File: src/rtl/mux2_rr_arbiter.sv
// mux2_rr_arbiter: round-robin, hold-bounded arbiter driving a shared 2:1 mux into a registered valid/ready output stage
module mux2_rr_arbiter #(
  parameter int DW       = 8,
  parameter int MAX_HOLD = 4
) (
  input  logic          clk,
  input  logic          rst_n,
  input  logic          req_a,
  input  logic [DW-1:0] data_a,
  output logic          gnt_a,
  input  logic          req_b,
  input  logic [DW-1:0] data_b,
  output logic          gnt_b,
  output logic          se,
  output logic          en,
  output logic          out_valid,
  output logic [DW-1:0] out_data,
  input  logic          out_ready
);
  localparam int HW = $clog2(MAX_HOLD + 1);
  localparam logic [1:0] IDLE    = 2'd0;
  localparam logic [1:0] GRANT_A = 2'd1;
  localparam logic [1:0] GRANT_B = 2'd2;
  logic [1:0]    state;
  logic [HW-1:0] hold_cnt;
  logic          last_b;
  logic          can_load, acc, own_req, oth_req, hold_hit, pick_a;
  // grants, accept strobe and owner-relative request views
  always_comb begin
    can_load = rst_n && (!out_valid || out_ready);
    gnt_a    = (state == GRANT_A) && can_load;
    gnt_b    = (state == GRANT_B) && can_load;
    acc      = (gnt_a && req_a) || (gnt_b && req_b);
    own_req  = (state == GRANT_B) ? req_b : req_a;
    oth_req  = (state == GRANT_B) ? req_a : req_b;
    hold_hit = acc && (hold_cnt == HW'(MAX_HOLD - 1));
    pick_a   = req_a && (!req_b || last_b);
  end
  // arbitration state, mux controls and output register
  always_ff @(posedge clk) begin
    if (!rst_n) begin
      state     <= IDLE;
      se        <= 1'b0;
      en        <= 1'b0;
      out_valid <= 1'b0;
      out_data  <= '0;
      hold_cnt  <= '0;
      last_b    <= 1'b1;
    end else begin
      if (acc) out_data <= se ? data_b : data_a;
      out_valid <= acc || (out_valid && !out_ready);
      if (state == IDLE) begin
        if (req_a || req_b) begin
          state    <= pick_a ? GRANT_A : GRANT_B;
          se       <= !pick_a;
          en       <= 1'b1;
          hold_cnt <= '0;
        end
      end else if (!own_req || (hold_hit && oth_req)) begin
        last_b   <= (state == GRANT_B);
        hold_cnt <= '0;
        state    <= oth_req ? ((state == GRANT_A) ? GRANT_B : GRANT_A) : IDLE;
        se       <= oth_req ? (state == GRANT_A) : se;
        en       <= oth_req;
      end else if (acc) begin
        hold_cnt <= hold_hit ? '0 : hold_cnt + 1'b1;
      end
    end
  end
endmodule
File: config.mk
export PLATFORM = sky130hd
export DESIGN_NAME = mux2_rr_arbiter
export DESIGN_NICKNAME = d
export VERILOG_FILES = /design/src/rtl/mux2_rr_arbiter.sv
export SDC_FILE = /design/constraint.sdc
export NUM_CORES = 1
export LEC_CHECK = 0
export ABC_CLOCK_PERIOD_IN_PS = 2210
export BUFFER_PORTS_ARGS = -buffer_cell sky130_fd_sc_hd__buf_2
export CAP_MARGIN = 0
export CORE_MARGIN = 2
export CORE_UTILIZATION = 45
export DETAILED_ROUTE_END_ITERATION = 8
export PLACE_DENSITY = 0.73
export SETUP_SLACK_MARGIN = 0.4
export SYNTH_ARGS = -nofsm -noshare
export SYNTH_HDL_FRONTEND = slang
export SYNTH_SLANG_ARGS = --single-unit
File: constraint.sdc
create_clock -name clk -period 2.21 [get_ports clk]
set_input_delay 0.1105 -clock clk [delete_from_list [all_inputs] [get_ports clk]]
set_output_delay 0.1105 -clock clk [all_outputs]
set_load 0.05 [all_outputs]
==> run_results.csv <==
group,metric,value,unit
timing,drv_slew,0,
clock_network,clockBufferDepth,2,
power_and_ir_drop,p_leak,0.4988,nW
setup_path,reg2reg_setup_slack,530,ps
floorplan,die_x,51.28,um
drt,remaining_drc_errors,0,
synthesis,syn-num-nets,130,
clock_network,numCtsBuffers,3,
setup_path,worstPathCellList,"nand3b_2 > a211oi_2 > buf_4 > nand3_1 > a22o_1",
layout,multi_input_area,606.8,um2
timing,fmax,596.5,MHz
setup_path,crit_path_max_fanout,20,
setup_path,reg2reg_to,"state[1]",
layout,final_cells,165,
setup_path,r2r-start,"state[0]",
job,maxCapViolations,0,
min_path,min_from,"rst_n",
setup_path,cpMaxStageDelayCell,"dfxtp_1",
synthesis,ys_types,38,
floorplan,core,2170,um2
global_route,gr-total-overflow,0,
clock_network,cts-root-buf,"clkbuf_4",
place,io_buffers,33,
drt,drt-initial-drc-count,17,
timing,skew,1.278,ps
timing,rsz0062_at_grt,"false",
setup_path,path_buf_inv,1,
synthesis,syn-instance-count,108,
drt,first_pass_iters,4,
timing,final-hold-violation-count,0,
min_path,holdPathStages,2,
layout,nets,160,
global_route,grt_pass1_vias,851,
min_path,worstHoldEndpoint,"last_b",
drt,wl_per_cell,13.53,um
timing,fin_tns_setup,0,ps
setup_path,critPathTopFamily,"flip-flops",
timing,timing.final.crit_share,0.7586,
synthesis,synth-seq-cells,17,
setup_path,worst_path_largest_cell_delay,610,ps
layout,regArea,340.3,um2
place,dp.cells,161,
layout,drive_gt1_frac,0.3942,
synthesis,syn_area,1006,um2
place,dp_hpwl,1611,um
power_and_ir_drop,peakVddDrop,0.4141,mV
global_route,grt_pass1_wl,3670,um
drt,via_count,914,
layout,syn2layout_area_growth,18.53,%
timing,layout_min_cycle_time,1676,ps
place,routabilityCongestion,0.8923,
drt,via_per_inst,5.539,
setup_path,critPathCaptureType,"register",
clock_network,clock_latency,280,ps
drt,wl,2233,um
synthesis,ys_warn_count,0,
setup_path,cp.required,2390,ps
global_route,track_usage,0.1789,
floorplan,die_y,51.28,um
setup_path,reg2reg_depth,5,
global_route,antenna_found_initial,0,
place,post-place-ws,560.6,ps
power_and_ir_drop,power.density,723.4,nW/um2
timing,setup_viol,0,
clock_network,cts.clk_slew.worst_paths,100,ps
layout,n_fill_cell,223,
clock_network,cts_tree,"built",
clock_network,cts_setup_buffers,0,
timing,worst_pin_slew,496.8,ps
synthesis,synth-seq-area-share,0.3383,
setup_path,worstSetupPathType,"reg -> reg",
clock_network,clock-sinks,17,
clock_network,h-tree-depth,1,
synthesis,synth_area_per_cell,9.314,um2
setup_path,start_kind,"register",
layout,diodes,0,
drt,drtAntennaViolNets,0,
floorplan,io_pins,34,
timing,relSlewSlack,0.6666,
floorplan,rows,17,
global_route,grt_max_degree,21,
min_path,hold_class,"in -> reg",
setup_path,crit_arrival,1860,ps
status,outcome,"completed",
floorplan,initial_core_util,0.4637,
timing,worst_slack,533.5,ps
power_and_ir_drop,finalPower,862.6,uW
floorplan,die_area,2630,um2
cells in the mapped netlist, drive strengths merged:
cell | n | area, um2
mux2 | 1 | 15.01
clkbuf | 2 | 8.750
nand3 | 2 | 10.01
nand3b | 2 | 31.28
and2 | 1 | 6.260
a21oi | 4 | 20.02
nor2 | 11 | 41.29
a311oi | 1 | 8.760
a22o | 1 | 8.760
a22oi | 1 | 7.510
or4 | 1 | 7.510
o31ai | 1 | 7.510
o21bai | 1 | 7.510
o21ai | 2 | 10.01
buf | 7 | 46.29
nand2b | 6 | 37.54
nor3b | 2 | 15.01
ha | 1 | 12.51
a21boi | 2 | 15.01
nand4 | 1 | 6.260
dfxtp | 17 | 340.3
inv | 3 | 11.26
nand2 | 6 | 22.52
a32o | 1 | 10.01
nor2b | 5 | 31.28
nor4 | 1 | 6.260
a211oi | 10 | 125.1
a41oi | 1 | 8.760
a31oi | 3 | 18.77
o211ai | 2 | 20.02
mux2i | 8 | 80.08
o2bb2ai | 1 | 8.760
state kept, by name, summed over array words and instances, names as in the netlist:
register   cells
se             1
state          2
hold_cnt       3
last_b         1
en             1
out_data       8
out_valid      1
worst max-delay path by stage:
stage          endpoint  slack [ps]  cells after the start        start
2_1_floorplan        se         600                      4    out_valid
5_1_grt        state[1]         400                      5     state[0]
3_5_place_dp         se         560                      5  hold_cnt[0]
6_report       state[1]         530                      5     state[0]
3_3_place_gp   state[1]         620                      5     state[1]
4_1_cts              se         520                      5  hold_cnt[0]
layout make-up:
cell class | instances | share of cell area
Tap cell | 28 | 0.02938
Clock buffer | 4 | 0.02204
Inverter | 3 | 0.009444
Timing Repair Buffer | 34 | 0.1448
Multi-Input combinational cell | 79 | 0.5089
Sequential cell | 17 | 0.2854
metrics by stage:
step	utilization	hold WS (ps)	cell area [um2]
after floorplan	-	346.8	1011
after global placement	0.5363	423.4	1164
after detailed placement	0.5363	430.5	1164
after CTS	0.5484	139.2	1190
after global routing	0.5496	156.6	1192
final	0.5496	146.7	1192
cell usage in the layout, fill, tap and decap left out, types with 2 or more instances in the layout:
cell type  instances
buf_2             33
dfxtp_1           17
nor2_1            11
a211oi_2          10
mux2i_1            8
nand2b_1           6
nand2_1            6
nor2b_1            4
a21oi_1            4
a31oi_1            3
clkbuf_4           3
inv_1              2
nand3_1            2
o21ai_0            2
a21boi_0           2
power by group:
| group | total (mW) | internal [mW] | switching, mW |
|---|---|---|---|
| sequential | 0.388 | 0.340 | 0.0482 |
| clock | 0.165 | 0.0699 | 0.0953 |
| combinational | 0.309 | 0.115 | 0.194 |
| total | 0.863 | 0.525 | 0.338 |
metal layers:
| metal | track usage | vias to the layer above | wire, um | part of all wire |
|---|---|---|---|---|
| met5 | 0 | - | 0 | 0 |
| met4 | 0.05702 | 0 | 12 | 0.0054 |
| met3 | 0.02632 | 2 | 173 | 0.077 |
| met2 | 0.3203 | 37 | 1048 | 0.47 |
| met1 | 0.2186 | 424 | 998 | 0.45 |
| li1 | - | 451 | - | - |
logic make-up (layout without fill, tap and decap cells):
kind of cell	after synthesis	count (layout)	share of synthesized area
adders and majority gates	1	1	0.01244
buffers and inverters	12	41	0.06591
DFF	17	17	0.3383
and+or+nand+nor	38	38	0.2139
muxes	9	9	0.09453
AOI/OAI and AO/OA	31	31	0.2749
what timing repair did:
action / CTS / global route
hold buffers: 0 / 0
resized for setup: 0 / 1
endpoints found under the setup margin: 0 / 1
endpoints found under the hold margin: 0 / 0
Note: power is estimated with default switching activity, not from simulation.
